<file path="config.mk">
export PLATFORM = sky130hd
export DESIGN_NAME = serial_shift_driver
export DESIGN_NICKNAME = d
export VERILOG_FILES = /design/src/rtl/serial_shift_driver.sv
export SDC_FILE = /design/constraint.sdc
export NUM_CORES = 1
export LEC_CHECK = 0
export BUFFER_PORTS_ARGS = -buffer_cell sky130_fd_sc_hd__buf_2
export CAP_MARGIN = 20
export CORE_MARGIN = 2
export CORE_UTILIZATION = 45
export CTS_CLUSTER_DIAMETER = 150
export DETAILED_ROUTE_END_ITERATION = 8
export PLACE_DENSITY = 0.71
export SYNTH_ARGS = -nofsm -noshare
export SYNTH_HDL_FRONTEND = slang
export SYNTH_SLANG_ARGS = --single-unit
</file>
<file path="constraint.sdc">
create_clock -name clk_100mhz -period 2.27 [get_ports clk_100mhz]
set_input_delay 0.227 -clock clk_100mhz [delete_from_list [all_inputs] [get_ports clk_100mhz]]
set_output_delay 0.227 -clock clk_100mhz [all_outputs]
set_load 0.02 [all_outputs]
</file>
<file path="src/rtl/serial_shift_driver.sv">
// ---------------------------------------------------------------------------
// serial_shift_driver
//
// Shifts a parallel word out bit-serially to an external shift-register
// peripheral (7-segment digit chain, LED bank), then pulses a latch strobe.
// A frame is DATA_W shift-clock periods followed by one latch period of the
// same length. Each period is 2*CLK_DIV system clocks: CLK_DIV low, CLK_DIV high.
//
// Parameters
//   DATA_W    bits per frame (>=1)
//   CLK_DIV   system clocks per shift-clock half period (>=1)
//   LSB_FIRST 0: data_in[DATA_W-1] goes out first, 1: data_in[0] goes out first
//   INVERT    1: serial data is driven inverted (active-low segment drivers)
//   AUTO_REF  >0: resend the stored word AUTO_REF cycles after each done; 0: off
//
// Ports
//   clk_100mhz  in   system clock, rising edge
//   rst         in   synchronous reset, active-high
//   data_in     in   frame to send, sampled only when a load is accepted
//   load        in   send request, accepted only while busy is low
//   busy        out  frame in progress
//   done        out  one-cycle pulse in the first idle cycle after a frame
//   sclk        out  shift clock to the external register
//   sdo         out  serial data, stable across each sclk rising edge
//   spen        out  latch strobe, high for the first half of the latch period
//
// All outputs are registered.
// ---------------------------------------------------------------------------
module serial_shift_driver #(
    parameter int DATA_W    = 64,
    parameter int CLK_DIV   = 4,
    parameter int LSB_FIRST = 0,
    parameter int INVERT    = 0,
    parameter int AUTO_REF  = 0
) (
    input  logic              clk_100mhz,
    input  logic              rst,
    input  logic [DATA_W-1:0] data_in,
    input  logic              load,
    output logic              busy,
    output logic              done,
    output logic              sclk,
    output logic              sdo,
    output logic              spen
);

    localparam int BIT_W = $clog2(DATA_W + 1);
    localparam int DIV_W = $clog2(CLK_DIV + 1);
    localparam int REF_W = (AUTO_REF > 0) ? $clog2(AUTO_REF + 1) : 1;

    localparam logic [BIT_W-1:0] BIT_LAST = BIT_W'(DATA_W - 1);
    localparam logic [DIV_W-1:0] DIV_LAST = DIV_W'(CLK_DIV - 1);
    localparam logic [REF_W-1:0] REF_MAX  = REF_W'(AUTO_REF);
    localparam logic [REF_W-1:0] REF_ONE  = REF_W'(1);
    localparam logic             INV_BIT  = (INVERT != 0) ? 1'b1 : 1'b0;

    typedef enum logic [1:0] {
        IDLE  = 2'd0,
        SHIFT = 2'd1,
        LATCH = 2'd2
    } state_t;

    // Bit that leaves the shift register next, in the configured order.
    function automatic logic first_bit(input logic [DATA_W-1:0] w);
        logic b;
        if (LSB_FIRST != 0) begin
            b = w[0];
        end else begin
            b = w[DATA_W-1];
        end
        return b;
    endfunction

    // Shift register contents after the next bit has been taken.
    function automatic logic [DATA_W-1:0] shift_out(input logic [DATA_W-1:0] w);
        logic [DATA_W-1:0] r;
        if (LSB_FIRST != 0) begin
            r = w >> 1'b1;
        end else begin
            r = w << 1'b1;
        end
        return r;
    endfunction

    state_t            state_r, state_s;
    logic [DIV_W-1:0]  div_r,   div_s;     // cycles spent in the current half period
    logic              half_r,  half_s;    // 0: first half of a period, 1: second half
    logic [BIT_W-1:0]  bit_r,   bit_s;     // index of the bit currently on sdo
    logic [DATA_W-1:0] shreg_r, shreg_s;   // bits still to be sent
    logic [DATA_W-1:0] stored_r, stored_s; // last explicitly loaded word, for refresh
    logic [REF_W-1:0]  ref_r,   ref_s;     // idle cycles since done, 0 = refresh disarmed

    logic busy_r, busy_s;
    logic done_r, done_s;
    logic sclk_r, sclk_s;
    logic sdo_r,  sdo_s;
    logic spen_r, spen_s;

    logic              start_s;
    logic [DATA_W-1:0] start_word_s;
    logic              ref_hit_s;

    // The refresh counter is only armed by a completed frame, so a fresh
    // reset never sends the all-zero stored word on its own.
    assign ref_hit_s = (AUTO_REF > 0) && (ref_r == REF_MAX);

    // Next-state and next-output logic for the IDLE/SHIFT/LATCH sequencer.
    always_comb begin
        state_s      = state_r;
        div_s        = div_r;
        half_s       = half_r;
        bit_s        = bit_r;
        shreg_s      = shreg_r;
        stored_s     = stored_r;
        ref_s        = ref_r;
        busy_s       = busy_r;
        done_s       = 1'b0;
        sclk_s       = sclk_r;
        sdo_s        = sdo_r;
        spen_s       = spen_r;
        start_s      = 1'b0;
        start_word_s = data_in;

        case (state_r)
            IDLE: begin
                // An explicit load wins over a due refresh and restarts the count.
                if (load) begin
                    start_s      = 1'b1;
                    start_word_s = data_in;
                    stored_s     = data_in;
                    ref_s        = '0;
                end else if (ref_hit_s) begin
                    start_s      = 1'b1;
                    start_word_s = stored_r;
                    ref_s        = '0;
                end else if ((ref_r != '0) && (ref_r != REF_MAX)) begin
                    ref_s = ref_r + 1'b1;
                end else begin
                    ref_s = ref_r;
                end

                // The first bit is presented together with busy, sclk low.
                if (start_s) begin
                    state_s = SHIFT;
                    busy_s  = 1'b1;
                    div_s   = '0;
                    half_s  = 1'b0;
                    bit_s   = '0;
                    sclk_s  = 1'b0;
                    spen_s  = 1'b0;
                    sdo_s   = first_bit(start_word_s) ^ INV_BIT;
                    shreg_s = shift_out(start_word_s);
                end else begin
                    sclk_s = 1'b0;
                    spen_s = 1'b0;
                end
            end

            SHIFT: begin
                if (div_r == DIV_LAST) begin
                    div_s = '0;
                    if (half_r == 1'b0) begin
                        half_s = 1'b1;
                        sclk_s = 1'b1;
                    end else if (bit_r == BIT_LAST) begin
                        // Last bit clocked: sdo keeps it through the latch period.
                        state_s = LATCH;
                        half_s  = 1'b0;
                        sclk_s  = 1'b0;
                        spen_s  = 1'b1;
                    end else begin
                        // New bit only while sclk is low, so it is settled at the rise.
                        half_s  = 1'b0;
                        sclk_s  = 1'b0;
                        bit_s   = bit_r + 1'b1;
                        sdo_s   = first_bit(shreg_r) ^ INV_BIT;
                        shreg_s = shift_out(shreg_r);
                    end
                end else begin
                    div_s = div_r + 1'b1;
                end
            end

            LATCH: begin
                if (div_r == DIV_LAST) begin
                    div_s = '0;
                    if (half_r == 1'b0) begin
                        half_s = 1'b1;
                        spen_s = 1'b0;
                    end else begin
                        state_s = IDLE;
                        half_s  = 1'b0;
                        bit_s   = '0;
                        busy_s  = 1'b0;
                        done_s  = 1'b1;
                        // Arm the refresh; the done cycle counts as the first idle cycle.
                        ref_s   = (AUTO_REF > 0) ? REF_ONE : '0;
                    end
                end else begin
                    div_s = div_r + 1'b1;
                end
            end

            default: begin
                state_s = IDLE;
                div_s   = '0;
                half_s  = 1'b0;
                bit_s   = '0;
                ref_s   = '0;
                busy_s  = 1'b0;
                sclk_s  = 1'b0;
                sdo_s   = 1'b0;
                spen_s  = 1'b0;
            end
        endcase
    end

    // Sequencer, counter and output registers; reset aborts any frame silently.
    always_ff @(posedge clk_100mhz) begin
        if (rst) begin
            state_r  <= IDLE;
            div_r    <= '0;
            half_r   <= 1'b0;
            bit_r    <= '0;
            shreg_r  <= '0;
            stored_r <= '0;
            ref_r    <= '0;
            busy_r   <= 1'b0;
            done_r   <= 1'b0;
            sclk_r   <= 1'b0;
            sdo_r    <= 1'b0;
            spen_r   <= 1'b0;
        end else begin
            state_r  <= state_s;
            div_r    <= div_s;
            half_r   <= half_s;
            bit_r    <= bit_s;
            shreg_r  <= shreg_s;
            stored_r <= stored_s;
            ref_r    <= ref_s;
            busy_r   <= busy_s;
            done_r   <= done_s;
            sclk_r   <= sclk_s;
            sdo_r    <= sdo_s;
            spen_r   <= spen_s;
        end
    end

    assign busy = busy_r;
    assign done = done_r;
    assign sclk = sclk_r;
    assign sdo  = sdo_r;
    assign spen = spen_r;

endmodule

</file>
==> flow_metrics.py, run 1 <==
metrics = {
    "status": {
        "outcome": "completed",
    },
    "routing": {
        "drt-vias-per-instance": 5.925,
        "detail_route.iter0.violations": 197,
        "route.met3.wl_um": 380,
        "wl_per_cell_um": 16.75,
        "drc": 0,
        "route.layer.met1.wl_mm": 4.775,
        "detail_route.first_pass.iterations": 4,
        "total_via_count_after_detailed_routing": 3395,
        "final_antenna_net_count": 0,
        "top_layer_used": "met4",
        "met2_length_mm": 4.343,
        "route.final.wire_length_mm": 9.595,
    },
    "cts": {
        "tritoncts": "yes",
        "clk_pin_slew_ns": 0.08,
        "postcts_setup_bufs": 0,
        "cts.sink_count": 81,
        "cts-root-buf": "sky130_fd_sc_hd__clkbuf_8",
        "tritoncts.num_buffers": 9,
        "htree_levels": 3,
        "cts-hold-fix-buffers": 0,
        "clk_lat_worst_skew_ns": 0.34,
        "max-clock-path-buffers": 2,
    },
    "setup_path": {
        "worstSetupEndpointType": "flop",
        "critical_path_top_delay_cell": "sky130_fd_sc_hd__dfxtp_1",
        "critical_path_start": "state_r[0]",
        "arrival_time_at_the_worst_endpoint_ns": 2.25,
        "data_required_critical_path_ns": 2.48,
        "reg2reg_from": "state_r[0]",
        "crit_fanout": 56,
        "setup.worst_path.start_class": "flop",
        "max_stage_delay_ns": 0.38,
        "timing.critical_path.cells": "inv_1 > ha_1 > nand2b_1 > nand2_1 > o21ai_4 > buf_12 > a211oi_1",
        "critical_path_class": "flop to flop",
    },
    "final_layout": {
        "final_net_count": 533,
        "drive_gt1_frac": 0.2366,
        "final_area_mm2": 0.004676,
        "area_growth_pct": 15.91,
        "filler_cell_count": 818,
        "layout.core_utilization": 0.5362,
        "insertedDiodeCount": 0,
    },
    "power_and_ir_drop": {
        "combinational_cell_fraction_of_total_power": 0.398,
        "reg_power_frac": 0.385,
        "leakage_power_nw": 1.689,
        "net-switching-power_w": 0.001899,
        "switching_share": 0.3589,
        "cell_internal_pwr_w": 0.003392,
        "power.density_cell_area_mw_per_mm2": 1132,
        "vdd_ir_drop_max_v": 0.0005598,
        "clock_power_share": 0.217,
    },
    "timing": {
        "final.period_utilization": 0.9003,
        "worst_slack_ns": 0.2262,
        "worst_slew_margin_rel": 0.6438,
        "finalHoldViolCount": 0,
        "final-max-slew-violation-count": 0,
        "rsz_0062_raised_after_global_routing": "no",
        "top_achievable_clock_speed_ghz": 0.4893,
        "worst_slew_pin_slew_ns": 0.5343,
        "final.hold.worst_slack_ns": 0.1670,
        "setup_viol": 0,
        "worst_clock_skew_ns": 0.006109,
        "finalCriticalPeriod_ns": 2.044,
    },
    "yosys": {
        "synth_enable_flop_cells": 0,
        "syn_nets": 482,
        "async_reset_ff_frac": 0,
        "synth_area_per_cell_um2": 9.839,
        "total_standard_cell_area_after_synthesis_mm2": 0.004034,
        "ys_warn_count": 0,
        "synth_commonest_cells": "sky130_fd_sc_hd__a211oi_1 (127), sky130_fd_sc_hd__dfxtp_1 (81), sky130_fd_sc_hd__mux2i_1 (62)",
        "synth_area_leaders": "sky130_fd_sc_hd__dfxtp_1 (40%), sky130_fd_sc_hd__a211oi_1 (24%), sky130_fd_sc_hd__mux2i_1 (15%)",
        "synth_top_area_cell": "sky130_fd_sc_hd__dfxtp_1",
        "synthesis.instances": 410,
        "number_of_synthesized_register_bits": 81,
        "synth_top_area_share": 0.4020,
        "synth.distinct_cells": 43,
        "synth_sequential_area_ratio": 0.4020,
        "synth_ff_type": "sky130_fd_sc_hd__dfxtp_1",
        "cell_with_the_most_instances_after_synthesis": "sky130_fd_sc_hd__a211oi_1",
    },
    "grt": {
        "number_of_global_route_vias_before_repair": 3374,
        "global_route_wire_length_before_repair_mm": 16.16,
        "grt_overflow": 0,
        "grt_antenna_before_repair": 0,
        "grt_max_degree": 57,
        "grt.total_usage": 0.1995,
    },
    "die": {
        "top_level_i_o_count": 72,
        "rows": 34,
        "initial_core_util": 0.4626,
        "fp.coreArea_mm2": 0.008721,
        "die_w_um": 98.68,
        "die_height_um": 98.68,
        "die_area_mm2": 0.009738,
    },
    "placement": {
        "dpl-instance-area_mm2": 0.004458,
        "post-place-ws_ns": -0.002020,
        "io_buffer_count": 71,
        "detailedPlacementHpwl_mm": 6.063,
        "gp_congestion": 0.8164,
    },
    "hold_path": {
        "hold_path.class": "input pin to flop",
        "hold_path_startpoint": "data_in[0]",
    },
    "job": {
        "maxCapViolCount": 0,
    },
}
==> per-stage QoR <==
step,instances,setup TNS [ns],power [W]
floorplan,410,0,0.003696
global placement,558,0,0.004090
detailed placement,558,-0.002020,0.004160
CTS,573,0,0.005313
global route,573,0,0.005631
finish,573,0,0.005291
==> critical path, delay by kind of cell, from the launching register on <==
| kind | cells | cell delay (ns) |
|---|---|---|
| AOI/OAI and AO/OA | 2 | 0.42 |
| and+or+nand+nor | 2 | 0.40 |
| DFF | 1 | 0.38 |
| buffers and inverters | 2 | 0.38 |
| adders and majority gates | 1 | 0.28 |
==> final timing paths <==
check,to,cells past startpoint,slack (ns)
worst max-delay path,shreg_r[39],7,0.23
worst min-delay path,shreg_r[1],3,0.17
worst max register to register,shreg_r[39],7,0.23
worst min register to register,bit_r[6],2,0.45
==> final cells by class <==
| type | instances | area, um2 | share of cell area |
|---|---|---|---|
| multi-input combinational | 278 | 2188 | 0.4680 |
| clock buffer | 12 | 145.1 | 0.03104 |
| inverter | 6 | 22.52 | 0.004817 |
| clock inverter | 3 | 65.06 | 0.01391 |
| sequential | 81 | 1622 | 0.3468 |
| timing repair buffer | 85 | 498.0 | 0.1065 |
| tap | 108 | 135.1 | 0.02890 |
==> registers in the layout, indices dropped and copies added (netlist names) <==
register	cells
bit_r	7
busy	1
div_r	3
done	1
half_r	1
sclk	1
sdo	1
shreg_r	63
spen	1
state_r	2
==> cell usage in the layout (no fill, tap or decap), types with 7 or more instances in the layout <==
cell / synthesis / final
sky130_fd_sc_hd__clkbuf_8: 0 / 10
sky130_fd_sc_hd__nand3_1: 11 / 11
sky130_fd_sc_hd__dfxtp_1: 81 / 81
sky130_fd_sc_hd__mux2i_1: 62 / 62
sky130_fd_sc_hd__nor2_1: 8 / 7
sky130_fd_sc_hd__a211oi_1: 127 / 127
sky130_fd_sc_hd__buf_2: 25 / 71
sky130_fd_sc_hd__a21oi_1: 15 / 15
sky130_fd_sc_hd__nand2_1: 7 / 7
sky130_fd_sc_hd__buf_4: 6 / 11
==> metal layers <==
metal,up-vias,track usage
met4,0,0.05058
met2,70,0.3166
met3,10,0.03972
met5,-,0
met1,1607,0.2798
li1,1708,-
==> cell families after synthesis <==
group / after synthesis / share of synthesized area
buf+inv: 51 / 0.06451
simple gates: 45 / 0.06390
compound gates: 165 / 0.2975
fa+ha+maj: 5 / 0.01551
flops: 81 / 0.4020
mux: 63 / 0.1566
==> timing repair <==
item | in CTS | in global routing
setup endpoints to repair | 21 | 1
gates resized for setup | 1 | 1
pin swaps | 0 | 0
==> power groups by stage <==
stage | registers (W) | clock network, W | logic (W)
finish | 0.00204 | 0.00115 | 0.00211
global route | 0.00209 | 0.00122 | 0.00233
CTS | 0.00204 | 0.00117 | 0.00210
detailed placement | 0.00207 | 0 | 0.00209
global placement | 0.00205 | 0 | 0.00204
floorplan | 0.00201 | 0 | 0.00168
No activity file was read; power rests on OpenSTA's default activity.
==> run 2: changes to the inputs <==
--- a/config.mk
+++ b/config.mk
@@ -8,10 +8,11 @@
 export BUFFER_PORTS_ARGS = -buffer_cell sky130_fd_sc_hd__buf_2
 export CAP_MARGIN = 20
 export CORE_MARGIN = 2
-export CORE_UTILIZATION = 45
+export CORE_UTILIZATION = 35
 export CTS_CLUSTER_DIAMETER = 150
 export DETAILED_ROUTE_END_ITERATION = 8
-export PLACE_DENSITY = 0.71
+export PLACE_DENSITY = 0.58
+export SLEW_MARGIN = 20
 export SYNTH_ARGS = -nofsm -noshare
 export SYNTH_HDL_FRONTEND = slang
 export SYNTH_SLANG_ARGS = --single-unit
==> run 2 against run 1 <==
  * Non-clock buffer count decreased by 2
  * Combinational power about the same
  * Cell count increased by 5.8%
  * Register-to-register slack got worse by 0.02 ns
  * Routed wire length increased by 6.2%
  * Setup slack got worse by 0.024 ns
  * Critical path type unchanged
  * Critical endpoint is now shreg_r[5]
  * Largest power group unchanged
  * Highest routed layer unchanged
==> flow_metrics.py, run 2 (synthesis results as in run 1) <==
metrics = {
    "final_layout": {
        "drive_gt1_frac": 0.2333,
        "layout.cells.most_common_list": "sky130_fd_sc_hd__a211oi_1 (127), sky130_fd_sc_hd__dfxtp_1 (81), sky130_fd_sc_hd__buf_2 (71)",
        "final_net_count": 531,
        "largest-register": "shreg_r",
        "final_common_cell": "sky130_fd_sc_hd__a211oi_1",
        "filler_cell_count": 1108,
        "area_growth_pct": 18.46,
        "final_area_mm2": 0.004778,
        "registers_with_the_highest_flip_flop_counts": "shreg_r x63, bit_r x7, div_r x3",
        "flip_flop_count_of_the_largest_register_all_copies_and_words_added": 63,
        "insertedDiodeCount": 0,
    },
    "timing": {
        "final.hold.worst_slack_ns": 0.1786,
        "top_achievable_clock_speed_ghz": 0.4835,
        "final-max-slew-violation-count": 0,
        "final.period_utilization": 0.9111,
        "worst_clock_skew_ns": 0.008926,
        "worst_slew_margin_rel": 0.6085,
        "worst_slew_pin_slew_ns": 0.5873,
        "worst_slack_ns": 0.2018,
        "finalHoldViolCount": 0,
        "setup_viol": 0,
        "finalCriticalPeriod_ns": 2.068,
        "rsz_0062_raised_after_global_routing": "no",
    },
    "routing": {
        "detail_route.iter0.violations": 241,
        "wl_per_cell_um": 16.82,
        "detail_route.first_pass.iterations": 4,
        "total_via_count_after_detailed_routing": 3434,
        "drc": 0,
        "route.final.wire_length_mm": 10.19,
        "final_antenna_net_count": 0,
        "drt-vias-per-instance": 5.667,
    },
    "cts": {
        "htree_levels": 3,
        "tritoncts.num_buffers": 9,
        "cts.sink_count": 81,
        "clk_pin_slew_ns": 0.06,
        "cts-root-buf": "sky130_fd_sc_hd__clkbuf_16",
        "cts-hold-fix-buffers": 0,
        "clk_lat_worst_skew_ns": 0.34,
        "tritoncts": "yes",
        "max-clock-path-buffers": 2,
    },
    "hold_path": {
        "hold_path.class": "input pin to flop",
        "hold_path_depth": 3,
    },
    "setup_path": {
        "setup.worst_path.start_class": "flop",
        "critical_path_top_delay_cell": "sky130_fd_sc_hd__nor2b_2",
        "cell_type_with_the_highest_occurrence_count_on_the_critical_path": "sky130_fd_sc_hd__a211oi_1",
        "worst_r2r_path_depth": 7,
        "crit_fanout": 52,
        "max_stage_delay_ns": 0.50,
        "critical_path_class": "flop to flop",
        "worstSetupEndpointType": "flop",
        "timing.critical_path.cells": "inv_1 > ha_1 > nor2b_2 > nor2_4 > buf_12 > a211oi_1 > a211oi_1",
        "arrival_time_at_the_worst_endpoint_ns": 2.29,
        "data_required_critical_path_ns": 2.49,
    },
    "power_and_ir_drop": {
        "cell_internal_pwr_w": 0.003515,
        "reg_power_frac": 0.372,
        "clock_power_share": 0.243,
        "leakage_power_nw": 1.703,
        "combinational_cell_fraction_of_total_power": 0.386,
        "power.density_cell_area_mw_per_mm2": 1151,
        "net-switching-power_w": 0.001983,
        "vdd_ir_drop_max_v": 0.0004679,
        "switching_share": 0.3606,
    },
    "grt": {
        "grt_antenna_before_repair": 0,
        "grt_overflow": 0,
        "grt_max_degree": 66,
        "grt.total_usage": 0.1670,
        "global_route_wire_length_before_repair_mm": 17.13,
        "number_of_global_route_vias_before_repair": 3376,
    },
    "die": {
        "rows": 39,
        "die_area_mm2": 0.01240,
        "die_height_um": 111.4,
        "fp.coreArea_mm2": 0.01132,
        "initial_core_util": 0.3563,
        "top_level_i_o_count": 72,
        "die_w_um": 111.4,
    },
    "placement": {
        "io_buffer_count": 71,
        "post-place-ws_ns": -0.003183,
        "gp_congestion": 0.8092,
        "dpl-instance-area_mm2": 0.004512,
        "detailedPlacementHpwl_mm": 6.454,
    },
    "status": {
        "outcome": "completed",
    },
    "job": {
        "maxCapViolCount": 0,
    },
}
## run 2: cell type report
class                      count  area (um2)  area share
clock inverter                 3       17.52    0.003666
multi-input combinational    278        2183      0.4569
sequential                    81        1622      0.3394
timing repair buffer          83       508.0      0.1063
inverter                       6       22.52    0.004713
clock buffer                  12       246.5     0.05158
tap                          143       178.9     0.03744
## run 2: stage by stage
| step | total power (W) | utilization | std cells | setup TNS, ns |
|---|---|---|---|---|
| floorplan | 0.003696 | - | 410 | 0 |
| global placement | 0.004125 | 0.3985 | 591 | 0 |
| detailed placement | 0.004198 | 0.3985 | 591 | -0.003183 |
| CTS | 0.005546 | 0.4219 | 606 | 0 |
| global route | 0.005871 | 0.4221 | 606 | 0 |
| finish | 0.005498 | 0.4221 | 606 | 0 |
## run 2: timing repair
action,CTS,global route
endpoints found under the setup margin,0,66
buffers inserted,0,0
hold endpoints to repair,0,0
gates resized for setup,0,1
## run 2: per-layer routing
layer	track usage	up-vias	share of wire
met2	0.2557	65	0.46
met1	0.2298	1649	0.48
met4	0.04609	0	0.012
met3	0.05063	9	0.043
met5	0	-	0
li1	-	1711	-
## run 2: worst max-delay path: cells and delay by family (launching register included)
family,cells,cell delay [ns]
and+or+nand+nor,2,0.59
AOI/OAI and AO/OA,2,0.41
DFF,1,0.33
buffers and inverters,2,0.32
adders and majority gates,1,0.26
## run 2: final timing paths
| kind | startpoint | to | slack, ns |
|---|---|---|---|
| worst max-delay path | state_r[1] | shreg_r[5] | 0.20 |
| worst min-delay path | data_in[0] | shreg_r[1] | 0.18 |
| worst max register to register | state_r[1] | shreg_r[5] | 0.20 |
| worst min register to register | bit_r[6] | bit_r[6] | 0.45 |
## run 2: power groups by stage
| stage | Sequential, W | Combinational (W) | Clock, W |
|---|---|---|---|
| after floorplan | 0.00201 | 0.00168 | 0 |
| after global placement | 0.00205 | 0.00207 | 0 |
| after detailed placement | 0.00207 | 0.00213 | 0 |
| after CTS | 0.00205 | 0.00213 | 0.00137 |
| after global routing | 0.00210 | 0.00234 | 0.00143 |
| final | 0.00204 | 0.00212 | 0.00133 |
